--- config.mk ---
export PLATFORM = sky130hd
export DESIGN_NAME = data_mem_ctrl_flat
export DESIGN_NICKNAME = d
export VERILOG_FILES = /design/src/rtl/dmem_pkg.sv /design/src/rtl/data_mem_ctrl_if.sv /design/src/rtl/dmem_array.sv /design/src/rtl/data_mem_ctrl.sv /design/src/flat_wrapper.sv
export SDC_FILE = /design/constraint.sdc
export NUM_CORES = 2
export LEC_CHECK = 0
export BUFFER_PORTS_ARGS = -buffer_cell sky130_fd_sc_hd__buf_2
export CORE_MARGIN = 10
export CORE_UTILIZATION = 35
export DETAILED_ROUTE_END_ITERATION = 7
export GPL_ROUTABILITY_DRIVEN = 0
export PLACE_DENSITY = 0.54
export SLEW_MARGIN = 40
export SYNTH_ARGS = -nofsm -noshare
export SYNTH_HDL_FRONTEND = slang
export SYNTH_SLANG_ARGS = --single-unit
--- constraint.sdc ---
create_clock -name Clk -period 10.55 [get_ports Clk]
set_input_delay 1.055 -clock Clk [delete_from_list [all_inputs] [get_ports Clk]]
set_output_delay 1.055 -clock Clk [all_outputs]
set_load 0.1 [all_outputs]
--- src/rtl/dmem_pkg.sv ---
// Shared types and default sizing for the data memory controller.
package dmem_pkg;

    localparam int ADDR_W_DEF = 8;
    localparam int DATA_W_DEF = 8;
    localparam int DEPTH_DEF  = 1 << ADDR_W_DEF;

    typedef enum logic [1:0] {
        CLEAR = 2'd0,
        IDLE  = 2'd1,
        READ  = 2'd2,
        RESP  = 2'd3
    } state_e;

endpackage

--- src/rtl/data_mem_ctrl_if.sv ---
// Request/response bundle between the pipeline and the data memory.
interface data_mem_ctrl_if
    import dmem_pkg::*;
#(
    parameter int ADDR_W = ADDR_W_DEF,
    parameter int DATA_W = DATA_W_DEF
) ();

    logic [ADDR_W-1:0] DataAddress;
    logic              ReadMem;
    logic              WriteMem;
    logic [DATA_W-1:0] DataIn;
    logic [DATA_W-1:0] DataOut;
    logic              RdValid;
    logic              Busy;

    modport master (
        output DataAddress,
        output ReadMem,
        output WriteMem,
        output DataIn,
        input  DataOut,
        input  RdValid,
        input  Busy
    );

    modport slave (
        input  DataAddress,
        input  ReadMem,
        input  WriteMem,
        input  DataIn,
        output DataOut,
        output RdValid,
        output Busy
    );

endinterface

--- src/rtl/dmem_array.sv ---
// Word storage: one synchronous write port, one combinational read port.
module dmem_array
    import dmem_pkg::*;
#(
    parameter int ADDR_W = ADDR_W_DEF,
    parameter int DATA_W = DATA_W_DEF,
    parameter int DEPTH  = DEPTH_DEF
) (
    input  logic              clk_i,
    input  logic              we_i,
    input  logic [ADDR_W-1:0] waddr_i,
    input  logic [DATA_W-1:0] wdata_i,
    input  logic [ADDR_W-1:0] raddr_i,
    output logic [DATA_W-1:0] rdata_o
);

    logic [DATA_W-1:0] mem_q [DEPTH];

    always_ff @(posedge clk_i) begin
        if (we_i) begin
            mem_q[waddr_i] <= wdata_i;
        end
    end

    assign rdata_o = mem_q[raddr_i];

endmodule

--- src/rtl/data_mem_ctrl.sv ---
// Data memory controller: clear sweep after reset, single-cycle stores,
// two-cycle registered loads.
module data_mem_ctrl
    import dmem_pkg::*;
#(
    parameter int ADDR_W = ADDR_W_DEF,
    parameter int DATA_W = DATA_W_DEF,
    parameter int DEPTH  = DEPTH_DEF
) (
    input  logic           Clk,
    input  logic           Reset,
    data_mem_ctrl_if.slave bus
);

    localparam logic [ADDR_W-1:0] LAST_ADDR = ADDR_W'(DEPTH - 1);

    state_e            state_q, state_d;
    logic [ADDR_W-1:0] clr_ptr_q, clr_ptr_d;
    logic [ADDR_W-1:0] addr_q, addr_d;
    logic [DATA_W-1:0] dout_q, dout_d;
    logic              rdvalid_q, rdvalid_d;

    logic              mem_we;
    logic [ADDR_W-1:0] mem_waddr;
    logic [DATA_W-1:0] mem_wdata;
    logic [DATA_W-1:0] mem_rdata;

    dmem_array #(
        .ADDR_W (ADDR_W),
        .DATA_W (DATA_W),
        .DEPTH  (DEPTH)
    ) u_array (
        .clk_i   (Clk),
        .we_i    (mem_we),
        .waddr_i (mem_waddr),
        .wdata_i (mem_wdata),
        .raddr_i (addr_q),
        .rdata_o (mem_rdata)
    );

    always_comb begin
        state_d   = state_q;
        clr_ptr_d = clr_ptr_q;
        addr_d    = addr_q;
        dout_d    = dout_q;
        rdvalid_d = 1'b0;
        mem_we    = 1'b0;
        mem_waddr = bus.DataAddress;
        mem_wdata = bus.DataIn;

        unique case (state_q)
            CLEAR: begin
                mem_we    = 1'b1;
                mem_waddr = clr_ptr_q;
                mem_wdata = '0;
                if (clr_ptr_q == LAST_ADDR) begin
                    state_d = IDLE;
                end else begin
                    clr_ptr_d = clr_ptr_q + 1'b1;
                end
            end
            IDLE: begin
                // A store wins over a simultaneous load; the load is dropped.
                if (bus.WriteMem) begin
                    mem_we = 1'b1;
                end else if (bus.ReadMem) begin
                    addr_d  = bus.DataAddress;
                    state_d = READ;
                end
            end
            READ: begin
                dout_d    = mem_rdata;
                rdvalid_d = 1'b1;
                state_d   = RESP;
            end
            RESP: begin
                state_d = IDLE;
            end
        endcase

        if (Reset) begin
            mem_we = 1'b0;
        end
    end

    always_ff @(posedge Clk) begin
        if (Reset) begin
            state_q   <= CLEAR;
            clr_ptr_q <= '0;
            addr_q    <= '0;
            dout_q    <= '0;
            rdvalid_q <= 1'b0;
        end else begin
            state_q   <= state_d;
            clr_ptr_q <= clr_ptr_d;
            addr_q    <= addr_d;
            dout_q    <= dout_d;
            rdvalid_q <= rdvalid_d;
        end
    end

    assign bus.DataOut = dout_q;
    assign bus.RdValid = rdvalid_q;
    assign bus.Busy    = (state_q != IDLE);

endmodule

--- src/flat_wrapper.sv ---
// flat-port wrapper written by rule: the top's interface ports become plain ports
module data_mem_ctrl_flat import dmem_pkg::*;
#(
    parameter int ADDR_W = ADDR_W_DEF,
    parameter int DATA_W = DATA_W_DEF,
    parameter int DEPTH  = DEPTH_DEF
)
  (Clk, Reset, bus_DataAddress, bus_ReadMem, bus_WriteMem, bus_DataIn, bus_DataOut, bus_RdValid, bus_Busy);
  data_mem_ctrl_if #(.ADDR_W(ADDR_W), .DATA_W(DATA_W)) bus_i ();
  input  logic Clk;
  input  logic Reset;
  input wire logic [$bits(bus_i.DataAddress)-1:0] bus_DataAddress;
  input wire logic [$bits(bus_i.ReadMem)-1:0] bus_ReadMem;
  input wire logic [$bits(bus_i.WriteMem)-1:0] bus_WriteMem;
  input wire logic [$bits(bus_i.DataIn)-1:0] bus_DataIn;
  output wire logic [$bits(bus_i.DataOut)-1:0] bus_DataOut;
  output wire logic [$bits(bus_i.RdValid)-1:0] bus_RdValid;
  output wire logic [$bits(bus_i.Busy)-1:0] bus_Busy;
  assign bus_i.DataAddress = bus_DataAddress;
  assign bus_i.ReadMem = bus_ReadMem;
  assign bus_i.WriteMem = bus_WriteMem;
  assign bus_i.DataIn = bus_DataIn;
  assign bus_DataOut = bus_i.DataOut;
  assign bus_RdValid = bus_i.RdValid;
  assign bus_Busy = bus_i.Busy;
  data_mem_ctrl #(.ADDR_W(ADDR_W), .DATA_W(DATA_W), .DEPTH(DEPTH)) u_core (.Clk(Clk), .Reset(Reset), .bus(bus_i));
endmodule
==> impl_results.md <==
- CP bufs+invs: 3
- Crit-path leading delay family: buffers and inverters
- Syn nets: 4125
- GRT Total Usage: 17.0%
- Die width: 502 µm
- Syn avg cell area: 19.8 µm²
- CTS Root Cell: clkbuf_16
- Grt ovf: 0
- Ports: 30
- Starting Density: 35.3%
- Antenna Nets Post-Route: 0
- Vias in the first global route: 40964
- Remaining DRCs: 0
- Post-synth EDFFs: 2048
- Hold Path Class: register to register
- Clk buf depth: 3
- Post-Syn Area: 81400 µm²
- First-pass GRT wire length: 314000 µm
- Syn-to-layout area delta: 13.1%
- Maximum vdd drop: 0.152 mV
- Most numerous cell in the Yosys netlist: edfxtp_1
- Clock tree sinks: 2075
- H-Tree Depth: 4
- Final Slew Violations: 0
- Sequential fraction of the synthesis area: 76.2%
- Cell taking the most area after synthesis: edfxtp_1
- Antenna violations before repair: 12
- WL/cell: 29.7 µm
- 1st-iter DRT viols: 4567
- Setup Fix Bufs, Post-CTS: 0
- WL final: 220000 µm
- Post-CTS sizing: 0
- NumNets Final: 4223
- Layout Utilization: 39.9%
- CTS tree: yes
- # fillers: 20549
- Port buffer count: 29
- CP Cell Sequence: buf_4 -> buf_4 -> buf_12 -> mux4_1 -> a22o_1 -> a2111oi_1 -> or4_1 -> nor3_1 -> a211o_1
- Worst path max stage delay: 710 ps
- Register bit total from synthesis: 2075
- Largest net degree at the start of global routing: 187
- Required @ worst endpoint: 11300 ps
- Worst Path Max Fanout: 93
- Pwr Density: 203 nW/µm²
- Met2 WL post-DR: 106000 µm
- Fraction of registers with async set/reset: 0%
- Worst slew margin: 39.8%
- Tightest Pin Transition: 880 ps
- DR WL met3: 13500 µm
- Post-synth cell types: 62
- YS warnings: 0
- Post-route clock skew: 34.5 ps
- Setup violators final: 0
- Startpoint Class: register
- Setup CP Type: register to register
- Outcome: finished clean
- RSZ-0062 raised after global routing: false
- R2R setup slack: 5460 ps
- Max Cap Viol: 0
- Share of layout cells above drive strength 1: 23.0%
- Commonest cells in the netlist: edfxtp_1 (2048), mux4_2 (356), nor2_1 (335)
- Reg clk slew, reported paths: 60 ps
- Synth Flop Type: edfxtp_1
- CP Data Arrival Time: 5830 ps
- Hpwl dp: 134000 µm
- Hold Violations, Final: 0
- Die height: 502 µm
- Mapped Cells: 4101
- Slowest cell on crit path: buf_4
- Crit. End Element: register
- Via density: 5.50
- CP dominant cell by count: buf_4
- Met1 WL: 95200 µm
- Vias: 40779
- TNS Setup: 0 ps
- Max Used Layer: met5
- Leak: 27.4 nW
- F_max: 197 MHz
- Num rows: 176
- Min cycle time layout: 5090 ps
- Worst-Skew Late Latency: 850 ps
- Core area: 231000 µm²
- Die area: 252000 µm²
- Final cycle utilization of the critical path: 48.2%
- DRT Pass-1 Iters: 6
- CTS buffer count: 213
- Post-synth top area share: 75.6%
- Main area contributors after synthesis: edfxtp_1 (76%), mux4_2 (9.9%), mux2i_1 (3.7%)
- Hold buffer count at CTS: 0
[cells in the final DEF, fill, tap and decap left out, drive strengths merged, types with 27 or more instances in the layout]
cell type,n
mux2i,300
a21oi,53
a221oi,37
clkbuf,284
o22ai,85
nand2,140
nand3,35
edfxtp,2048
o221ai,55
a211oi,32
o21ai,63
clkinv,79
a22oi,44
nor2,336
buf,132
dfxtp,27
mux4,374
[power by group]
group	internal, W	total, W	leakage, nW	switching, W
combinational	0.000420	0.00181	4.97	0.00139
clock	0.00411	0.00725	3.22	0.00314
sequential	0.00955	0.00959	19.2	0.0000353
[final timing paths]
| kind | from | to | depth (start not counted) |
|---|---|---|---|
| worst max register to register | u_core.addr_q[0] | u_core.bus.DataOut[1] | 9 |
| worst max-delay path | u_core.addr_q[0] | u_core.bus.DataOut[1] | 9 |
| worst min-delay path | u_core.addr_q[6] | u_core.addr_q[6] | 2 |
| worst min register to register | u_core.addr_q[6] | u_core.addr_q[6] | 2 |
[logic make-up (layout without fill, tap and decap cells)]
kind of cell,count (synthesis),in the layout,synth area share (%)
and+or+nand+nor,623,623,3.32
xor gates and xnor gates,6,6,0.0646
DFF,2075,2075,76.2
other,0,9,0
muxes,691,691,14.4
AOI/OAI and AO/OA,439,439,3.79
buffers and inverters,263,537,2.19
adders and majority gates,4,4,0.0615
[worst reg2reg max path, delay by kind of cell (launching register included)]
kind / cells / cell delay (ps)
AOI/OAI and AO/OA: 3 / 1130
buffers and inverters: 3 / 2080
DFF: 1 / 610
muxes: 1 / 750
and+or+nand+nor: 2 / 410
[metrics by stage]
step	hold WS, ps	instances	instance area (µm²)	total power (W)	setup WS [ps]
global placement	479	6996	84500	0.0115	5180
global route	514	7410	92000	0.0192	5170
floorplan	464	4101	81400	0.0108	1900
CTS	467	7393	91700	0.0187	5260
detailed placement	493	7002	85000	0.0116	5300
finish	506	7410	92000	0.0186	5460
[routing by layer]
layer  GRT usage [%]  vias up
li1                -    17113
met1            24.0    21981
met2            27.3     1404
met3            2.86      277
met4            4.53        4
met5               0        -
[sequential cells by signal, indices dropped and copies added, names as in the netlist]
| name | flops |
|---|---|
| u_core.clr_ptr_q | 8 |
| u_core.state_q | 2 |
| u_core.bus.DataOut | 8 |
| u_core.addr_q | 8 |
| u_core.u_array.mem_q | 2048 |
| u_core.bus.RdValid | 1 |
[cell type report]
class	count	area [µm²]	area share, %
antenna	9	22.5	0.0245
clock buffer	284	5710	6.20
sequential	2075	62100	67.4
inverter	14	55.1	0.0598
tap	3026	3790	4.11
timing repair buffer	132	1290	1.40
clock inverter	107	926	1.01
multi-input combinational	1763	18200	19.8
(Power assumes the default switching activity.)
